## src/rtl/usb_line_pkg.sv

```systemverilog
// Shared types and helpers for the USB transmit line encoder.
//   line_state_t : J / K / SE0 symbol driven on the bus
//   line_pins_t  : packed {d_plus, d_minus} pin pair
//   tx_state_t   : encoder FSM state
//   MAX_ONES     : run of 1s after which a stuffed 0 is inserted
package usb_line_pkg;

  localparam int unsigned MAX_ONES = 6;
  localparam int unsigned ONES_W   = 3;

  typedef enum logic [1:0] {
    LINE_J   = 2'd0,
    LINE_K   = 2'd1,
    LINE_SE0 = 2'd2
  } line_state_t;

  typedef struct packed {
    logic d_plus;
    logic d_minus;
  } line_pins_t;

  typedef enum logic [1:0] {
    ST_IDLE    = 2'd0,
    ST_ACTIVE  = 2'd1,
    ST_EOP_SE0 = 2'd2,
    ST_EOP_J   = 2'd3
  } tx_state_t;

  // Bus symbol to pin levels: J={1,0}, K={0,1}, SE0={0,0}.
  function automatic line_pins_t line_to_pins(input line_state_t l);
    line_pins_t p;
    p = '{d_plus: 1'b1, d_minus: 1'b0};
    case (l)
      LINE_K:   p = '{d_plus: 1'b0, d_minus: 1'b1};
      LINE_SE0: p = '{d_plus: 1'b0, d_minus: 1'b0};
      default:  p = '{d_plus: 1'b1, d_minus: 1'b0};
    endcase
    return p;
  endfunction

  // NRZI transition used for a data 0 (and for a stuffed bit).
  function automatic line_state_t nrzi_toggle(input line_state_t l);
    return (l == LINE_K) ? LINE_J : LINE_K;
  endfunction

endpackage

```

## src/rtl/usb_bit_timer.sv

```systemverilog
// Bit-period timer: modulo-CLKS_PER_BIT counter.
//   clk, n_rst : clock, async active-low reset
//   clr        : force count to 0 (held in idle, pulsed on state change)
//   en         : count enable
//   bit_end    : high in the last clock of each bit period while enabled
module usb_bit_timer #(
  parameter int unsigned CLKS_PER_BIT = 8
) (
  input  logic clk,
  input  logic n_rst,
  input  logic clr,
  input  logic en,
  output logic bit_end
);

  localparam int unsigned     CNT_W = $clog2(CLKS_PER_BIT);
  localparam logic [CNT_W-1:0] LAST = CNT_W'(CLKS_PER_BIT - 1);

  logic [CNT_W-1:0] cnt_q;

  // Count 0..CLKS_PER_BIT-1 and wrap.
  always_ff @(posedge clk or negedge n_rst) begin
    if (!n_rst) begin
      cnt_q <= '0;
    end else if (clr) begin
      cnt_q <= '0;
    end else if (en) begin
      cnt_q <= bit_end ? '0 : cnt_q + CNT_W'(1);
    end
  end

  assign bit_end = en && (cnt_q == LAST);

endmodule

```

## src/rtl/usb_tx_line_encoder.sv

```systemverilog
// USB transmit line encoder: bit timing, bit stuffing, NRZI and EOP.
// Pulls serial bits from the upstream shifter and drives D+/D-.
//   clk, n_rst   : clock, async active-low reset
//   tx_active    : packet in progress (SYNC load until EOP request)
//   tx_bit       : current serial data bit from the shifter
//   eop          : one-cycle end-of-packet request
//   shift_strobe : combinational; tx_bit consumed this cycle
//   eop_done     : combinational one-cycle pulse at the end of the EOP J bit
//   busy         : encoder not idle
//   d_plus/d_minus : registered line outputs (J when idle)
//   tx_oe        : transceiver output enable, only with USB_TX_OE_EN defined
module usb_tx_line_encoder
  import usb_line_pkg::*;
#(
  parameter int unsigned CLKS_PER_BIT = 8,
  parameter int unsigned EOP_SE0_BITS = 2
) (
  input  logic clk,
  input  logic n_rst,
  input  logic tx_active,
  input  logic tx_bit,
  input  logic eop,
  output logic shift_strobe,
  output logic eop_done,
  output logic busy,
  output logic d_plus,
  output logic d_minus
`ifdef USB_TX_OE_EN
  ,
  output logic tx_oe
`endif
);

  localparam int unsigned       SE0_W    = (EOP_SE0_BITS > 1) ? $clog2(EOP_SE0_BITS) : 1;
  localparam logic [SE0_W-1:0]  SE0_LAST = SE0_W'(EOP_SE0_BITS - 1);
  localparam logic [ONES_W-1:0] ONES_MAX = ONES_W'(MAX_ONES);

  tx_state_t         state_q, state_d;
  line_state_t       line_q, line_d;
  logic [ONES_W-1:0] ones_q, ones_d;
  logic [SE0_W-1:0]  se0_q, se0_d;
  logic              eop_pend_q, eop_pend_d;
  logic              bit_end;
  logic              timer_clr;
  logic              timer_en;
  line_pins_t        pins_d;

  usb_bit_timer #(
    .CLKS_PER_BIT (CLKS_PER_BIT)
  ) u_bit_timer (
    .clk     (clk),
    .n_rst   (n_rst),
    .clr     (timer_clr),
    .en      (timer_en),
    .bit_end (bit_end)
  );

  // Next-state and strobe logic.
  always_comb begin
    state_d      = state_q;
    line_d       = line_q;
    ones_d       = ones_q;
    se0_d        = se0_q;
    eop_pend_d   = eop_pend_q;
    shift_strobe = 1'b0;
    eop_done     = 1'b0;

    if (eop && (state_q != ST_IDLE)) begin
      eop_pend_d = 1'b1;
    end

    case (state_q)
      ST_IDLE: begin
        line_d     = LINE_J;
        ones_d     = '0;
        se0_d      = '0;
        eop_pend_d = 1'b0;
        if (tx_active) begin
          state_d = ST_ACTIVE;
        end
      end

      ST_ACTIVE: begin
        // tx_active may fall together with the eop request, so a
        // same-cycle eop also keeps the packet alive.
        if (!tx_active && !eop_pend_q && !eop) begin
          state_d    = ST_IDLE;
          line_d     = LINE_J;
          ones_d     = '0;
          eop_pend_d = 1'b0;
        end else if (bit_end) begin
          if (ones_q == ONES_MAX) begin
            // Stuffed 0: the shifter holds tx_bit for the next period.
            line_d = nrzi_toggle(line_q);
            ones_d = '0;
          end else if (eop_pend_q) begin
            state_d    = ST_EOP_SE0;
            line_d     = LINE_SE0;
            se0_d      = '0;
            eop_pend_d = 1'b0;
          end else begin
            shift_strobe = 1'b1;
            if (tx_bit) begin
              ones_d = ones_q + ONES_W'(1);
            end else begin
              line_d = nrzi_toggle(line_q);
              ones_d = '0;
            end
          end
        end
      end

      ST_EOP_SE0: begin
        if (bit_end) begin
          if (se0_q == SE0_LAST) begin
            state_d = ST_EOP_J;
            line_d  = LINE_J;
            se0_d   = '0;
          end else begin
            se0_d = se0_q + SE0_W'(1);
          end
        end
      end

      ST_EOP_J: begin
        if (bit_end) begin
          eop_done   = 1'b1;
          state_d    = ST_IDLE;
          ones_d     = '0;
          eop_pend_d = 1'b0;
        end
      end

      default: begin
        state_d = ST_IDLE;
        line_d  = LINE_J;
      end
    endcase

    // Timer restarts on every state entry and stays cleared in idle.
    timer_en  = (state_q != ST_IDLE);
    timer_clr = (state_q == ST_IDLE) || (state_d != state_q);
  end

  assign pins_d = line_to_pins(line_d);

  // State and registered line outputs.
  always_ff @(posedge clk or negedge n_rst) begin
    if (!n_rst) begin
      state_q    <= ST_IDLE;
      line_q     <= LINE_J;
      ones_q     <= '0;
      se0_q      <= '0;
      eop_pend_q <= 1'b0;
      d_plus     <= 1'b1;
      d_minus    <= 1'b0;
    end else begin
      state_q    <= state_d;
      line_q     <= line_d;
      ones_q     <= ones_d;
      se0_q      <= se0_d;
      eop_pend_q <= eop_pend_d;
      d_plus     <= pins_d.d_plus;
      d_minus    <= pins_d.d_minus;
    end
  end

  assign busy = (state_q != ST_IDLE);

`ifdef USB_TX_OE_EN
  // Output enable follows the packet: set on ACTIVE entry, cleared on return to idle.
  always_ff @(posedge clk or negedge n_rst) begin
    if (!n_rst) begin
      tx_oe <= 1'b0;
    end else begin
      tx_oe <= (state_d != ST_IDLE);
    end
  end
`endif

endmodule

```

## config.mk

```make
export PLATFORM = sky130hd
export DESIGN_NAME = usb_tx_line_encoder
export DESIGN_NICKNAME = d
export VERILOG_FILES = /design/src/rtl/usb_line_pkg.sv /design/src/rtl/usb_bit_timer.sv /design/src/rtl/usb_tx_line_encoder.sv
export SDC_FILE = /design/constraint.sdc
export NUM_CORES = 1
export LEC_CHECK = 0
export BUFFER_PORTS_ARGS = -buffer_cell sky130_fd_sc_hd__buf_2
export CAP_MARGIN = 20
export CORE_MARGIN = 2
export CORE_UTILIZATION = 50
export CTS_BUF_LIST = sky130_fd_sc_hd__clkbuf_16
export CTS_CLUSTER_DIAMETER = 80
export DETAILED_ROUTE_END_ITERATION = 12
export HOLD_SLACK_MARGIN = 0.06
export MAX_ROUTING_LAYER = met4
export PLACE_DENSITY = 0.67
export SETUP_SLACK_MARGIN = 0.4
export SLEW_MARGIN = 10
export SYNTH_ARGS = -nofsm -noshare
export SYNTH_HDL_FRONTEND = slang
export SYNTH_SLANG_ARGS = --single-unit
```

## constraint.sdc

```tcl
create_clock -name clk -period 2.9 [get_ports clk]
set_input_delay 0.58 -clock clk [delete_from_list [all_inputs] [get_ports clk]]
set_output_delay 0.58 -clock clk [all_outputs]
set_load 0.05 [all_outputs]
```

[Word-level counts from Yosys, hierarchy flattened]
Index checks and enable logic that the tools add are counted.
Cells by class
  add/subtract/negate cells: 3
  reduce and logical (&&, ||, !) cells: 15
  multiplexer cells: 50
  equal/unequal tests: 17
Operator list (count)
  2-bit 2-to-1 mux: 15
  3-bit 2-to-1 mux: 9
  1-bit 2-to-1 mux: 20
  3-bit one-hot mux with 3 select lines: 1
  2-bit one-hot mux with 4 select lines: 1
  3-bit by 1-bit adder with 3-bit output (second input constant): 2
  2-bit by 1-bit == test with 1-bit output (second input constant): 3
  2-bit == test (second input constant): 3
  3-bit == test (second input constant): 2
  2-bit by 1-bit != test with 1-bit output (second input constant): 3
  2-bit != test (second input constant): 3
  1-bit one-hot mux with 3 select lines: 2
  2-bit one-hot mux with 3 select lines: 1
  6-bit AND reduction: 1
  3-bit nonzero test: 2
  1-bit logical AND: 4
  4-bit != test (second input constant): 1
  2-bit one-hot mux with 2 select lines: 1
  4-bit AND reduction: 1
  2-bit nonzero test: 2
  1-bit logical NOT: 3
  3-bit by 2-bit != test with 1-bit output (second input constant): 1
  2-bit logical NOT: 1
  2-bit != test: 1
  other kinds (2): 2
Storage, ports and cells
  word-level logic and storage cells: 93
  register bits after elaboration: 14

[Longest topological paths before layout]
Gate-level depths: netlist of the first run.
  depth after elaboration: 10
  mapped depth: 8

[By module]
From an unflattened synthesis of the first run, not the netlist that was laid out.
Second synthesis, totals
  cells, all modules: 89
  area total of the unflattened synthesis: 854.6 um2
Modules (own cells, without submodules)
  usb_tx_line_encoder: sequential area each 276.5 um2, instances 1, cells an instance 76, area an instance 700.7 um2
  usb_bit_timer: sequential area each 75.1 um2, instances 1, cells an instance 13, area an instance 153.9 um2

[Worst setup path after synthesis of the first run]
OpenSTA, ideal clock, no wires.
  path kind: input-to-output
  start: input port eop
  end: output port shift_strobe
  path slack: 442 ps
  data required time: 2320 ps
  arrival: 1878 ps
  stages on the path: 3
  cell sequence: o31a_4 nand2_4 a2111oi_2
On the way
  cells in the longest elaborated chain, start to end: 4
RTL lines
  start: declaration: RTL line usb_tx_line_encoder.sv:22  | input logic eop,
  1-bit logical NOT: RTL line usb_tx_line_encoder.sv:86  | if (!tx_active && !eop_pend_q && !eop) begin
  1-bit logical AND: RTL line usb_tx_line_encoder.sv:86
  1-bit 2-to-1 mux: RTL line usb_tx_line_encoder.sv:86
  1-bit 2-to-1 mux: RTL line usb_tx_line_encoder.sv:72  | case (state_q)
  end: declaration: RTL line usb_tx_line_encoder.sv:23  | output logic shift_strobe,
Every way passes these cells.

[Worst setup path after layout of the first run]
  start: register state_q[1]
  end: output port shift_strobe
On the way
  cells in the longest elaborated chain, start to end: 5
  elaborated cells on any way between the ends: 6
  those cells by class: 1 x eq/ne; 3 x mux; 2 x reduce/logical
RTL lines
  start: declaration: RTL line usb_tx_line_encoder.sv:38  | tx_state_t state_q, state_d;
  start signal: assignment: RTL line usb_tx_line_encoder.sv:158  | state_q <= state_d;
  2-bit nonzero test: RTL line usb_tx_line_encoder.sv:141  | timer_en = (state_q != ST_IDLE);
  1-bit logical AND: RTL line usb_bit_timer.sv:32  | assign bit_end = en && (cnt_q == LAST);
  1-bit 2-to-1 mux: RTL line usb_tx_line_encoder.sv:91  | end else if (bit_end) begin
  1-bit 2-to-1 mux: RTL line usb_tx_line_encoder.sv:86
  1-bit 2-to-1 mux (*): RTL line usb_tx_line_encoder.sv:72
Mark *: on every way between the ends. The rest lies on a longest branch, timed or not.

==> results of run 1 <==
[state kept, by name, indices dropped and copies added (netlist names)]
signal	cells
eop_pend_q	1
ones_q	3
u_bit_timer.cnt_q	3
se0_q	1
d_minus	1
line_q	2
state_q	2
d_plus	1
[where the power goes]
part	switching, mW	internal [mW]
combinational	0.164	0.102
clock	0.0785	0.182
sequential	0.0405	0.224
total	0.283	0.508
[layout make-up]
type                    count  area share
inverters                   4      0.0144
repair buffers             10      0.0505
multi-input cells          65       0.491
clock buffers               3      0.0722
flip-flops and latches     14       0.338
well taps                  25      0.0301
clock inverters             1     0.00361
[worst max-delay path, cell delays in order (launching register included)]
cell	delay [ns]
dfrtp_1	0.71
o21ai_2	0.15
a2111oi_2	0.33
buf_2	0.31
[path summary, 6_finish.rpt]
path	startpoint	depth (start not counted)	slack, ns	endpoint
worst min-delay path	n_rst	1	0.22	se0_q
max in group asynchronous	n_rst	1	2.39	d_plus
worst max-delay path	state_q[1]	3	0.57	shift_strobe
worst min register to register	u_bit_timer.cnt_q[0]	1	0.45	u_bit_timer.cnt_q[0]
worst max register to register	ones_q[0]	7	1.05	d_plus
min in group clk	u_bit_timer.cnt_q[0]	1	0.45	u_bit_timer.cnt_q[0]
[metal layers]
metal	global-route usage	wire [um]
met3	0.0353	102
met4	0.120	51
met1	0.270	806
met2	0.292	835
met5	-	0
[cell usage after synthesis (2+ instances only)]
cell type	instances
nand2_1	3
ha_1	5
inv_1	3
nand2b_1	2
o22ai_2	2
nor4_1	2
nand3_1	2
dfrtp_1	13
o21ai_2	2
a21o_1	3
nor2_1	5
nor3_1	3
a21oi_1	7
buf_4	4
o21ai_1	2
nor2_2	3
[per-stage QoR]
| stage | instance area, um2 | hold slack (ns) | std cells |
|---|---|---|---|
| 2_1_floorplan | 907 | 0.284 | 87 |
| 3_3_place_gp | 961 | 0.436 | 118 |
| 3_5_place_dp | 961 | 0.445 | 118 |
| 4_1_cts | 1040 | 0.232 | 122 |
| 5_1_grt | 1040 | 0.247 | 122 |
| 6_report | 1040 | 0.222 | 122 |
[cells by family (layout without fill, tap and decap cells)]
group | count (synthesis) | count (layout)
fa+ha+maj | 5 | 5
xor+xnor | 1 | 1
simple gates | 28 | 28
buf+inv | 8 | 18
flops | 14 | 14
compound gates | 31 | 31
==> results.cfg, run 1 <==
[synthesis]
synth_nets = 97
synthDistinctLibCells = 42
synth_top_area_share = 0.359
ys_warn_count = 0
synth.area.top_cells = dfrtp_1 (36%), ha_1 (6.9%), a21oi_1 (3.9%)
async_flop_share = 1.00
synth_mux_area_frac = 0
synthesis.area_um2 = 907
synth_compound_area_frac = 0.292
synthAdderAreaFrac = 0.0690
avgSynthCellArea_um2 = 10.4
synth_edf_count = 0
yosysSeqAreaShare = 0.388
synth_flop_cell = dfrtp_1
synth_xor_xnor_area_share = 0.00966
synthCells = 87
synth_seq_cells = 14
synth_simple_gate_area_frac = 0.192
synth.largest_area_cell = dfrtp_1
synth_top_family_by_area = compound AO/OA/AOI/OAI gates

[power_and_ir_drop]
powerDensity_mw_per_mm2 = 761
ir_worst_vdd_uv = 495
power_mw = 0.791
leakage_nw = 0.474

[setup_path]
critPathLaunchType = flip-flop
cp_data_required_time_ns = 2.32
path_class = flip-flop to output port
critPathArrivalTime_ns = 1.75
end_kind = output port
worstPathMaxFanout = 17

[clocking]
postCtsSetupBuffers = 0
clock_path_buffers = 2
ctsHoldBuffers = 0
cts_tree = done
cts_inserted_buffers = 3
ctsResizeCount = 0
cts.sink_count = 14
clk_latency_ns = 0.25
clk_pin_slew_ns = 0.05
htreeDepth = 1
cts_root_buf = clkbuf_16

[placed_design]
place_congestion = 0.805
post-place-ws_ns = 0.779
io_buffers = 9
dp_hpwl_mm = 1.31

[outcome]
status = finished, final reports clean

[finish]
layout_common_cells = dfrtp_1 (13), buf_2 (9), a21oi_1 (7)
final_common_cell = dfrtp_1
register_area_um2 = 352
fillerInstances = 137
n_antenna_cell = 0
multi_input_area_um2 = 510
final_nets = 108
areaGrowthSynthToFinish_pct = 14.6
drive_above_1_share = 0.340
fin_util = 0.609

[global_route]
grt.total_usage = 0.205
overflow = 0
grt_pass1_vias = 615
grt_max_degree = 18
grt_pass1_wl_mm = 2.81
grt_antenna_before_repair = 0

[sta]
fmax_mhz = 430
tns_ns = 0
worst_pin_slew_ns = 0.589
post-route-period-util = 0.803
slew-limit-headroom = 0.607
hold_violations = 0
fin_crit_ns = 2.33
setup_viol = 0
setup_ws_ns = 0.573
clock_skew_ns = 0.00480
rsz0062_at_grt = no
drv_slew = 0

[job]
cap_violations = 0

[worst_hold_path]
hp-class = input pin to asynchronous set/reset pin

[route]
drc = 0
vias = 724
routed_wl_mm = 1.80
wl_per_cell_um = 14.7
dr.pass1.iters = 4
drtAntennaViolNets = 0
drt_iter0_drc = 16
vias_per_cell = 5.93

[floorplan]
start_util = 0.531
die_y_um = 46.6
num_io_pins = 10
die_w_um = 46.6
design.core.area_mm2 = 0.00171
rows = 15
die_area_mm2 = 0.00217
Note: power is estimated with default switching activity, not from simulation.
==> run 2, diff against run 1 <==
==> constraint.sdc (replaced) <==
create_clock -name clk -period 2.4 [get_ports clk]
set_input_delay 0.48 -clock clk [delete_from_list [all_inputs] [get_ports clk]]
set_output_delay 0.48 -clock clk [all_outputs]
set_load 0.05 [all_outputs]
==> results.cfg, run 2 (synthesis results as in run 1) <==
[floorplan]
die_area_mm2 = 0.00217
num_io_pins = 10
rows = 15
design.core.area_mm2 = 0.00171
start_util = 0.531
die_w_um = 46.6
die_y_um = 46.6

[finish]
drive_above_1_share = 0.396
areaGrowthSynthToFinish_pct = 21.8
reg_top3 = ones_q x3, u_bit_timer.cnt_q x3
fillerInstances = 143
final_nets = 112
final_common_cell = dfrtp_1
n_antenna_cell = 0
layout_common_cells = dfrtp_1 (12), a21oi_1 (7), buf_2 (7)

[power_and_ir_drop]
leakage_nw = 0.488
powerDensity_mw_per_mm2 = 901
ir_worst_vdd_uv = 588

[sta]
fin_crit_ns = 1.97
post-route-period-util = 0.819
rsz0062_at_grt = yes
worst_hold_slack_ns = 0.135
worst_pin_slew_ns = 0.356
fmax_mhz = 509
clock_skew_ns = 0.00344
hold_violations = 0
slew-limit-headroom = 0.763
drv_slew = 0
tns_ns = 0
setup_viol = 0

[route]
dr.pass1.iters = 4
drt_iter0_drc = 6
wl_per_cell_um = 16.3
vias = 759
vias_per_cell = 6.02
routed_wl_mm = 2.06
drc = 0
drtAntennaViolNets = 0

[setup_path]
startpoint = u_bit_timer.cnt_q[0]
r2r_cells = 7
worstPathMaxFanout = 12
path_class = flip-flop to output port
critPathLaunchType = flip-flop
r2r-start = u_bit_timer.cnt_q[0]
cp_data_required_time_ns = 1.92
critPathArrivalTime_ns = 1.49
end_kind = output port

[global_route]
grt_antenna_before_repair = 0
grt_max_degree = 15
grt.total_usage = 0.237
grt_pass1_wl_mm = 3.39
overflow = 0
grt_pass1_vias = 732

[placed_design]
place_congestion = 0.880
io_buffers = 9
dp_hpwl_mm = 1.45

[clocking]
htreeDepth = 1
clock_path_buffers = 2
clk_pin_slew_ns = 0.05
ctsHoldBuffers = 0
cts.sink_count = 14
cts_root_buf = clkbuf_16
cts_inserted_buffers = 3
cts_tree = done
clk_latency_ns = 0.24

[worst_hold_path]
hp-class = input pin to asynchronous set/reset pin

[outcome]
status = finished, final reports clean

[job]
cap_violations = 0
-- run 2: cell types whose count changed in the layout (fill, tap and decap cells not counted), sizes merged --
cell,previous run,this run
inv,5,4
buf,10,14
clkinv,0,1
-- run 2: final timing paths --
kind,to,slack (ns)
setup / recovery,eop_done,0.43
hold / removal,u_bit_timer.cnt_q[2],0.13
setup reg to reg,d_plus,0.52
hold reg to reg,u_bit_timer.cnt_q[0],0.45
max in group asynchronous,d_plus,1.97
min in group clk,u_bit_timer.cnt_q[0],0.45
-- run 2: repair_timing --
item / CTS / global route
setup endpoints to repair: 2 / 2
buffers inserted: 2 / 0
gates resized for setup: 7 / 1
pin swaps: 1 / 1
-- run 2: where the power goes --
group / switching [mW] / total [mW] / internal [mW]
sequential: 0.0236 / 0.296 / 0.272
clock: 0.0923 / 0.312 / 0.220
combinational: 0.242 / 0.387 / 0.145
total: 0.357 / 0.995 / 0.638
-- run 2: area by class of cell --
cell class                 count  area, um2  share of cell area
inverter                       4       15.0              0.0136
sequential                    14        353               0.319
tap                           25       31.3              0.0283
multi-input combinational     65        528               0.478
clock buffer                   3       75.1              0.0680
timing repair buffer          14       98.8              0.0895
clock inverter                 1       3.75             0.00340
-- run 2: per-layer routing --
metal | routed length, um | global-route usage
met1 | 912 | 0.305
met2 | 1030 | 0.367
met3 | 101 | 0.0392
met4 | 15 | 0.0971
met5 | 0 | -
-- run 2: worst max-delay path, cell delays in order, from the launching register on --
cell and delay [ns]:
dfrtp_1 0.38, ha_1 0.20, ha_2 0.19, buf_6 0.14
and3_1 0.17, buf_6 0.16
-- run 2: metrics by stage --
| step | power, mW | cells | utilization | instance area [um2] | setup WS [ns] |
|---|---|---|---|---|---|
| final | 0.995 | 126 | 0.647 | 1100 | 0.435 |
| after global routing | 1.05 | 126 | 0.647 | 1100 | 0.386 |
| after CTS | 0.996 | 126 | 0.645 | 1100 | 0.396 |
| after detailed placement | 0.662 | 120 | 0.579 | 988 | 0.486 |
| after global placement | 0.655 | 120 | 0.579 | 988 | 0.492 |
| after floorplan | 0.588 | 87 | - | 920 | 0.417 |
==> run 3, diff against run 2 <==
==> constraint.sdc (replaced) <==
create_clock -name clk -period 2 [get_ports clk]
set_input_delay 0.4 -clock clk [delete_from_list [all_inputs] [get_ports clk]]
set_output_delay 0.4 -clock clk [all_outputs]
set_load 0.05 [all_outputs]
==> results.cfg, run 3 (synthesis results as in run 1) <==
[global_route]
grt_antenna_before_repair = 0
grt_pass1_wl_mm = 3.64
grt_max_degree = 15
grt.total_usage = 0.250
grt_pass1_vias = 812
overflow = 0

[setup_path]
slowest_delay_ns = 0.39
r2r_end = d_plus
critPathArrivalTime_ns = 1.46
path_cells = o31a_4, nand2_4, a2111oi_4, buf_6
rrSetupSlack_ns = 0.29
r2r-start = u_bit_timer.cnt_q[0]
path_class = flip-flop to output port
end_kind = output port
cpMaxStageDelayCell = dfrtp_1
cp_data_required_time_ns = 1.60
critPathLaunchType = flip-flop
r2r_cells = 8
worstPathMaxFanout = 6

[power_and_ir_drop]
ir_worst_vdd_uv = 889
powerDensity_mw_per_mm2 = 991
leakage_nw = 0.553

[sta]
fmax_mhz = 539
hold_violations = 0
worst_pin_slew_ns = 0.329
slew-limit-headroom = 0.780
drv_slew = 0
clock_skew_ns = 0.00287
setup_viol = 0
post-route-period-util = 0.928
fin_crit_ns = 1.86
tns_ns = 0
rsz0062_at_grt = yes

[floorplan]
die_area_mm2 = 0.00217
die_w_um = 46.6
num_io_pins = 10
die_y_um = 46.6
design.core.area_mm2 = 0.00171
rows = 15
start_util = 0.531

[route]
drc = 0
vias_per_cell = 5.67
routed_wl_mm = 2.18
vias = 771
drtAntennaViolNets = 0
drt_iter0_drc = 18
wl_per_cell_um = 16.0
dr.pass1.iters = 4

[clocking]
clock_path_buffers = 2
cts.sink_count = 14
cts_inserted_buffers = 3
clk_pin_slew_ns = 0.04
htreeDepth = 1
cts_root_buf = clkbuf_16
clk_latency_ns = 0.25
cts_tree = done

[finish]
n_antenna_cell = 0
fillerInstances = 116
drive_above_1_share = 0.541
final_nets = 122
layout_common_cells = dfrtp_1 (11), buf_4 (11), a21oi_1 (6), buf_2 (6), nor2_1 (5)
reg_top3 = ones_q x3, u_bit_timer.cnt_q x3
fin_util = 0.755
areaGrowthSynthToFinish_pct = 42.2

[worst_hold_path]
hp-class = input pin to flip-flop
holdPathStages = 3
min_to = eop_pend_q
hp-start = eop

[placed_design]
place_congestion = 0.786
dp_hpwl_mm = 1.42
io_buffers = 9

[outcome]
status = finished, final reports clean

[job]
cap_violations = 0
[run 3: report_power, final]
part | total, mW | leakage (nW) | internal (mW) | switching [mW]
registers | 0.364 | 0.184 | 0.326 | 0.0381
logic | 0.535 | 0.327 | 0.217 | 0.319
clock network | 0.379 | 0.0423 | 0.264 | 0.115
[run 3: what timing repair did]
action                                  CTS  global route
hold buffers                              1             0
setup buffers                             8             2
hold endpoints to repair                  7             0
endpoints found under the setup margin    6            12
pin swaps                                 5             3
gates resized for setup                  15             7
[run 3: routing by layer]
layer  wire length (um)  vias to the layer above  global-route usage
met2               1080                       17               0.411
met1                963                      373               0.306
met5                  0                        -                   -
met4                 72                        0              0.0971
li1                   -                      373                   -
met3                 64                        8              0.0353
[run 3: metrics by stage]
stage / worst slack [ns] / total power [mW] / std cells / instance area (um2) / hold slack, ns
after global placement: 0.230 / 0.815 / 121 / 1020 / 0.314
final: 0.144 / 1.28 / 136 / 1290 / 0.441
after CTS: 0.137 / 1.27 / 134 / 1250 / 0.446
after global routing: 0.0976 / 1.34 / 136 / 1290 / 0.519
after detailed placement: 0.192 / 0.818 / 121 / 1020 / 0.317
after floorplan: 0.149 / 0.717 / 87 / 946 / 0.104
[run 3: how the worst max path moves through the flow]
stage / from / endpoint
2_1_floorplan: u_bit_timer.cnt_q[0] / shift_strobe
3_3_place_gp: eop / shift_strobe
3_5_place_dp: u_bit_timer.cnt_q[0] / shift_strobe
4_1_cts: u_bit_timer.cnt_q[0] / shift_strobe
5_1_grt: u_bit_timer.cnt_q[0] / shift_strobe
6_report: state_q[0] / shift_strobe
[run 3: final cells by class]
class	instances	area [um2]	area share
clock buffers	3	75.1	0.0582
multi-input cells	65	608	0.471
inverters	4	15.0	0.0116
clock inverters	1	3.75	0.00291
well taps	25	31.3	0.0242
repair buffers	24	203	0.157
flip-flops and latches	14	354	0.274
[run 3: worst max-delay path, delay by kind of cell, from the launching register on]
kind / cells / cell delay (ns)
buffers and inverters: 1 / 0.21
and+or+nand+nor: 1 / 0.09
DFF: 1 / 0.39
AOI/OAI and AO/OA: 2 / 0.52
